### config.mk
export PLATFORM = sky130hd
export DESIGN_NAME = jtframe_snd_gain
export DESIGN_NICKNAME = d
export VERILOG_FILES = /design/src/rtl/jtframe_snd_gain.sv
export SDC_FILE = /design/constraint.sdc
export NUM_CORES = 1
export LEC_CHECK = 0
export ABC_AREA = 1
export CAP_MARGIN = 20
export CORE_MARGIN = 10
export CORE_UTILIZATION = 60
export CTS_CLUSTER_DIAMETER = 80
export DETAILED_ROUTE_END_ITERATION = 16
export GPL_TIMING_DRIVEN = 0
export PLACE_DENSITY = 0.83
export SETUP_SLACK_MARGIN = 0.3
export SLEW_MARGIN = 40
export SYNTH_ARGS = -nofsm -noshare
export SYNTH_HDL_FRONTEND = slang
export SYNTH_SLANG_ARGS = --single-unit
### constraint.sdc
create_clock -name clk -period 4.3 [get_ports clk]
set_input_delay 0.43 -clock clk [delete_from_list [all_inputs] [get_ports clk]]
set_output_delay 0.43 -clock clk [all_outputs]
set_load 0.05 [all_outputs]
### src/rtl/jtframe_snd_gain.sv
// Output gain stage: serial shift-add multiply of the filtered sample by an unsigned
// fixed-point gain, then 16-bit saturation. Optional peak meter under JTFRAME_SND_PEAK_EN.
module jtframe_snd_gain #(
  parameter int unsigned GW    = 8,
  parameter int unsigned GFRAC = 4
) (
  input  logic              rst,
  input  logic              clk,
  input  logic              sample,
  input  logic [15:0]       din,
  input  logic [GW-1:0]     gain,
  output logic [15:0]       dout,
  output logic              dout_stb,
  output logic              busy,
  output logic              sat,
  output logic              missed,
  output logic [15:0]       peak
);

  localparam int unsigned AW = 16 + GW;
  localparam int unsigned CW = (GW > 1) ? $clog2(GW) : 1;
  localparam logic signed [AW-1:0] MAXV = {{GW{1'b0}}, 16'h7fff};
  localparam logic signed [AW-1:0] MINV = {{GW{1'b1}}, 16'h8000};

  typedef enum logic [1:0] {IDLE, MUL, SAT} state_t;

  state_t          state_q, state_d;
  logic [AW-1:0]   acc_q, acc_d;
  logic [AW-1:0]   mcand_q, mcand_d;
  logic [GW-1:0]   g_q, g_d;
  logic [CW-1:0]   cnt_q, cnt_d;
  logic [15:0]     dout_q, dout_d;
  logic            stb_q, stb_d;
  logic            busy_q, busy_d;
  logic            sat_q, sat_d;
  logic            missed_q, missed_d;
  logic [15:0]     peak_q, peak_d;
  logic signed [AW-1:0] r_c;

  // busy_q stays high through the strobe cycle, so it alone gates new samples
  always_comb begin
    state_d  = state_q;
    acc_d    = acc_q;
    mcand_d  = mcand_q;
    g_d      = g_q;
    cnt_d    = cnt_q;
    dout_d   = dout_q;
    stb_d    = 1'b0;
    sat_d    = 1'b0;
    busy_d   = busy_q;
    missed_d = sample & busy_q;
    r_c      = $signed(acc_q) >>> GFRAC;
    case (state_q)
      IDLE: begin
        busy_d = 1'b0;
        if (sample && !busy_q) begin
          acc_d   = '0;
          mcand_d = {{GW{din[15]}}, din};
          g_d     = gain;
          cnt_d   = CW'(GW - 1);
          busy_d  = 1'b1;
          state_d = MUL;
        end
      end
      MUL: begin
        if (g_q[0]) acc_d = acc_q + mcand_q;
        mcand_d = mcand_q << 1;
        g_d     = g_q >> 1;
        cnt_d   = cnt_q - CW'(1);
        if (cnt_q == '0) state_d = SAT;
      end
      SAT: begin
        stb_d   = 1'b1;
        state_d = IDLE;
        if (r_c > MAXV) begin
          dout_d = 16'h7fff;
          sat_d  = 1'b1;
        end else if (r_c < MINV) begin
          dout_d = 16'h8000;
          sat_d  = 1'b1;
        end else begin
          dout_d = r_c[15:0];
        end
      end
      default: state_d = IDLE;
    endcase
  end

`ifdef JTFRAME_SND_PEAK_EN
  logic [15:0] abs_c;

  // Peak follows attacks instantly and decays by 1/256 per result
  always_comb begin
    peak_d = peak_q;
    abs_c  = dout_d;
    if (dout_d[15]) abs_c = (dout_d == 16'h8000) ? 16'h7fff : 16'(-dout_d);
    if (state_q == SAT) begin
      if (abs_c > peak_q) peak_d = abs_c;
      else                peak_d = peak_q - (peak_q >> 8);
    end
  end
`else
  always_comb peak_d = '0;
`endif

  always_ff @(posedge clk or posedge rst) begin
    if (rst) begin
      state_q  <= IDLE;
      acc_q    <= '0;
      mcand_q  <= '0;
      g_q      <= '0;
      cnt_q    <= '0;
      dout_q   <= '0;
      stb_q    <= 1'b0;
      busy_q   <= 1'b0;
      sat_q    <= 1'b0;
      missed_q <= 1'b0;
      peak_q   <= '0;
    end else begin
      state_q  <= state_d;
      acc_q    <= acc_d;
      mcand_q  <= mcand_d;
      g_q      <= g_d;
      cnt_q    <= cnt_d;
      dout_q   <= dout_d;
      stb_q    <= stb_d;
      busy_q   <= busy_d;
      sat_q    <= sat_d;
      missed_q <= missed_d;
      peak_q   <= peak_d;
    end
  end

  assign dout     = dout_q;
  assign dout_stb = stb_q;
  assign busy     = busy_q;
  assign sat      = sat_q;
  assign missed   = missed_q;
  assign peak     = peak_q;

endmodule
# ---- Word level (Yosys, flattened, before mapping)
# Index checks and enable logic that the tools add are counted.
# W data, S select, Z words.
dict set report classes {
  add_sub_neg 2
  order_cmp 2
  n_reduce_logical 8
  n_shift 0
  n_div 0
  n_bitwise 1
  mul 0
  mux 19
  n_eq_ne 5
}
# operator n
set ops {}
lappend ops {{$pmux W24 S2} 2}
lappend ops {{$mux W24} 3}
lappend ops {{$mux W16} 2}
lappend ops {{$add A24 B24 Y24} 1}
lappend ops {{$gt A20 B16 Y1 const B} 1}
lappend ops {{$lt A20 B16 Y1 const B} 1}
lappend ops {{$pmux W8 S2} 1}
lappend ops {{$mux W8} 1}
lappend ops {{$ne A2 B2 Y1 const B} 3}
lappend ops {{$pmux W3 S2} 1}
lappend ops {{$mux W1} 5}
lappend ops {{$mux W2} 2}
lappend ops {{$pmux W2 S2} 1}
lappend ops {{$reduce_and A2 Y1} 2}
lappend ops {{$logic_not A3 Y1} 1}
lappend ops {{$mux W3} 1}
lappend ops {{$reduce_and A3 Y1} 1}
lappend ops {{$sub A3 B1 Y3 const B} 1}
lappend ops {{$eq A2 B1 Y1 const B} 1}
lappend ops {{$eq A2 B2 Y1 const B} 1}
lappend ops {{$logic_not A2 Y1} 1}
lappend ops {{$reduce_bool A2 Y1} 1}
lappend ops {{$and A1 B1 Y1} 1}
lappend ops {{$logic_and A1 B1 Y1} 1}
lappend ops {{$logic_not A1 Y1} 1}
dict set report word_totals {
  ram_bits 0
  input_bits 27
  rom_bits 0
  n_memories 0
  out_inout_bits 36
  word_cells 47
  latch_bits 0
  register_bits 81
}

# ---- Depth between registers and ports, before layout
dict set report logic_depth {
  ltp_word 4
  ltp_mapped 12
  mapped_depth_nobuf 12
}

# ---- Least setup slack after synthesis
# OpenSTA, ideal clock, no wires.
dict set report synth_timing {
  path_type {reg-to-reg}
  start {register acc_q[0]}
  end {register acc_q[12]}
  t_required_ns 4.183
  setup_time_ns 0.117
  period_less_slack_ns 1.790
  arrival_ns 1.672
  path_slack_ns 2.510
  stages_incl_launch_ff 12
  n_path_buf 0
  path_cell_list {dfrtp_1 > ha_1 > fa_1 > nand2_1 > nand2_1 > and2_1 > nand2_1 > nand2_1 > nand2_1 > nand3b_1 > nand3_1 > nand2_1}
}
dict set report synth_via {
  elab_chain_cells 3
}
# element line
set synth_rtl {}
lappend synth_rtl {{from (decl)} 28} ;# logic [AW-1:0] acc_q, acc_d;
lappend synth_rtl {{from (signal assigned)} 109} ;# acc_q <= '0;
lappend synth_rtl {{from (signal assigned)} 121} ;# acc_q <= acc_d;
lappend synth_rtl {{$add A24 B24 Y24} 66} ;# if (g_q[0]) acc_d = acc_q + mcand_q;
lappend synth_rtl {{$mux W24} 66}
lappend synth_rtl {{$pmux W24 S2} 53} ;# case (state_q)
# No other way between the ends. The select of a mux whose other input is x is not followed.
# A chain may end at the register's enable or synchronous reset.

# ---- Worst setup path in the final report
dict set report layout_timing {
  start {register acc_q[0]}
  end {register acc_q[16]}
}
# The elaborated chain is that of the path after synthesis.

==> results.ini <==
[floorplan]
core_um2 = 8340
boundaryPins = 63
rows = 33
dieWidth_um = 113
die_area_um2 = 12800
start_util_pct = 62.6
die_h_um = 113

[outcome]
status = complete, no violations

[critical_path]
critical_path.max_fanout = 4
cp_common_cell = nand2_1
cp_cell_sequence = ha_1, fa_1, nand2_1, nand2_1, and2_1, nand2_1, nand2_1, nand2_1, nand3b_1, nand3_1, nand2_1
endpoint_kind = flip-flop
required_ps = 4560
slowest_delay_ps = 450
crit_type = reg2reg
ff2ff_path_depth = 11
crit_path_start_kind = flip-flop
critPathSlowestCell = fa_1
cp.arrival_ps = 2370

[placed_design]
place_hpwl_mm = 10.0
portBuffers = 46
routabilityCongestion = 0.935

[logic_synthesis]
syn_area_per_cell_um2 = 7.25
seq_area_frac_synth_pct = 38.8
synth.cell_area_um2 = 5220
syn_inst = 720
ys_types = 43
ys_seq_elements = 81
yosys_warnings = 0

[layout]
areaGrowthSynthToFinish_pct = 16.5
n_antenna_cell = 0
nets = 846
drive_gt1_share_pct = 8.52
nFillCells = 685

[pwr]
p_sw_uw = 2850
clkPwrFrac_pct = 9.9
p_sw_share_pct = 52.2
p_leak_uw = 0.00330
seqPwrFrac_pct = 25.7
worst_ir_drop_vdd_v = 0.000407
power_density_nw_per_um2 = 898
finalPower_uw = 5460
p_comb_share_pct = 64.4
intPower_uw = 2610

[sta]
hold_viol_final = 0
min_period_ps = 2120
max_freq_mhz = 473
tightest_slew_ps = 507
finalSetupTns_ps = 0
skew_ps = 14.6
rsz0062_at_grt = no
fin_crit_sh_pct = 49.2
slew_headroom_pct = 66.1
finalSetupViolCount = 0
finalMaxSlewViolations = 0

[global_routing]
antenna_found_initial = 0
globalRouteOverflowTotal = 0
grt_max_degree = 42
grt_usage_pct = 19.8
grt_pass1_wl_mm = 21.2
grt_pass1_vias = 4603

[routing]
wl_mm = 12.5
drtIter0Drc = 232
vias_per_cell = 5.28
drtAntennaViolNets = 0
drc = 0
firstDrtPassIters = 6
wire_per_inst_um = 13.8
vias = 4771

[worst_hold_path]
hold_class = in2async

[cts]
cts.sink_count = 81
clockBufferDepth = 2
postCtsSetupBuffers = 0
cts-root-buf = clkbuf_8
clkLatencyLatePin_ps = 360
cts_hold_buffers = 0
clkTransAtPathRegs_ps = 90
cts-htree-levels = 3
cts_buffers = 9
post_cts_resized = 0
cts_tree = built

[run]
cap_violations = 0

## cells in the mapped netlist
| cell | instances | area, um2 |
|---|---|---|
| nand4_1 | 5 | 31.3 |
| nand3_1 | 30 | 150 |
| o31ai_2 | 1 | 12.5 |
| a31oi_1 | 7 | 43.8 |
| buf_8 | 1 | 15.0 |
| inv_2 | 1 | 3.75 |
| conb_1 | 1 | 3.75 |
| inv_1 | 110 | 413 |
| a21oi_1 | 21 | 105 |
| ha_1 | 25 | 313 |
| o211ai_1 | 16 | 120 |
| o21ai_1 | 24 | 120 |
| nor2_2 | 4 | 25.0 |
| nor2_1 | 40 | 150 |
| buf_6 | 8 | 90.1 |
| xnor2_1 | 1 | 8.76 |
| o21ai_0 | 21 | 105 |
| clkbuf_1 | 2 | 7.51 |
| o21a_1 | 1 | 7.51 |
| nand3b_1 | 4 | 30.0 |
| nor2_8 | 2 | 40.0 |
| dfrtp_1 | 81 | 2030 |
| a22o_1 | 2 | 17.5 |
| nor2_4 | 2 | 22.5 |
| nand2_2 | 3 | 18.8 |
| nor3_1 | 3 | 15.0 |
| o31ai_1 | 1 | 7.51 |
| fa_1 | 1 | 20.0 |
| nand2_1 | 261 | 980 |
| nand3_2 | 1 | 10.0 |
| nand2_4 | 1 | 11.3 |
| buf_4 | 18 | 135 |
| a41oi_1 | 1 | 8.76 |
| xor2_1 | 1 | 8.76 |
| or2_2 | 1 | 6.26 |
| and2_1 | 1 | 6.26 |
| o221ai_1 | 8 | 70.1 |
| nor4_1 | 1 | 6.26 |
| a22oi_1 | 1 | 7.51 |
| inv_8 | 1 | 11.3 |
| buf_2 | 4 | 20.0 |
| inv_6 | 1 | 8.76 |
| inv_4 | 1 | 6.26 |
## logic make-up after synthesis
kind of cell	after synthesis	synth area share [%]
adder cells (fa/ha/maj)	26	6.38
buffers and inverters	147	13.6
AO/OA/AOI/OAI	104	12.0
other	1	0.0718
AND/OR/NAND/NOR	359	28.8
XOR/XNOR	2	0.336
flip-flops	81	38.8
## final timing paths
| path | from | endpoint | slack (ps) |
|---|---|---|---|
| max in group asynchronous | rst | g_q[3] | 3330 |
| min in group clk | g_q[7] | g_q[7] | 480 |
| min reg2reg | g_q[7] | g_q[7] | 480 |
| max | acc_q[0] | acc_q[16] | 2180 |
| min | rst | state_q[1] | 430 |
| max reg2reg | acc_q[0] | acc_q[16] | 2180 |
## per-stage QoR
step	hold slack [ps]	setup WS [ps]	cells	instance area [um2]	utilization [%]
finish	430	2180	903	6080	72.9
global route	455	2040	903	6080	72.9
CTS	447	2190	903	6080	72.9
detailed placement	462	2240	887	5890	70.7
global placement	458	572	886	5870	70.4
floorplan	442	1790	735	5280	-
## metal layers
metal / vias to the layer above / part of all wire [%] / GRT usage (%)
li1: 2397 / - / -
met1: 2186 / 44 / 24.7
met2: 159 / 46 / 32.9
met3: 29 / 7.1 / 4.91
met4: 0 / 2.3 / 6.60
met5: - / 0 / 0
## worst max-delay path, delay by kind of cell, from the launching register on
kind / cells / cell delay (ps)
simple gates: 9 / 920
fa+ha+maj: 2 / 710
flops: 1 / 390
## state kept, by name, summed over array words and instances, names as in the netlist
signal    flops
acc_q        24
busy          1
cnt_q         3
dout         16
dout_stb      1
g_q           8
mcand_q      24
missed        1
sat           1
state_q       2
## cell type report
type | instances | area (um2) | area share, %
plain buffers | 33 | 268 | 4.40
well taps | 105 | 131 | 2.16
clock buffers | 10 | 138 | 2.26
clock inverters | 6 | 48.8 | 0.803
multi-input cells | 507 | 2540 | 41.8
repair buffers | 47 | 480 | 7.90
inverters | 114 | 448 | 7.37
flip-flops and latches | 81 | 2030 | 33.3
## power by group through the flow
| stage | Clock (uW) | Combinational (uW) | Sequential [uW] |
|---|---|---|---|
| after CTS | 545 | 3520 | 1400 |
| after global placement | 0 | 3380 | 1400 |
| after detailed placement | 0 | 3480 | 1410 |
| final | 540 | 3520 | 1400 |
| after floorplan | 0 | 2420 | 1610 |
| after global routing | 579 | 3950 | 1440 |
## layout by cell type (no fill, tap or decap), drive strengths merged
master / count
nand2: 265
inv: 117
dfrtp: 81
nor2: 48
clkdlybuf4s50: 46
o21ai: 45
buf: 32
nand3: 31
ha: 25
a21oi: 21
o211ai: 16
conb: 16
clkbuf: 12
o221ai: 8
a31oi: 7
nand4: 5
nand3b: 4
nor3: 3
clkinvlp: 3
a22o: 2
o31ai: 2
or2: 1
and2: 1
xnor2: 1
a41oi: 1
nor4: 1
o21a: 1
a22oi: 1
xor2: 1
fa: 1
No activity file was read; power rests on OpenSTA's default activity.
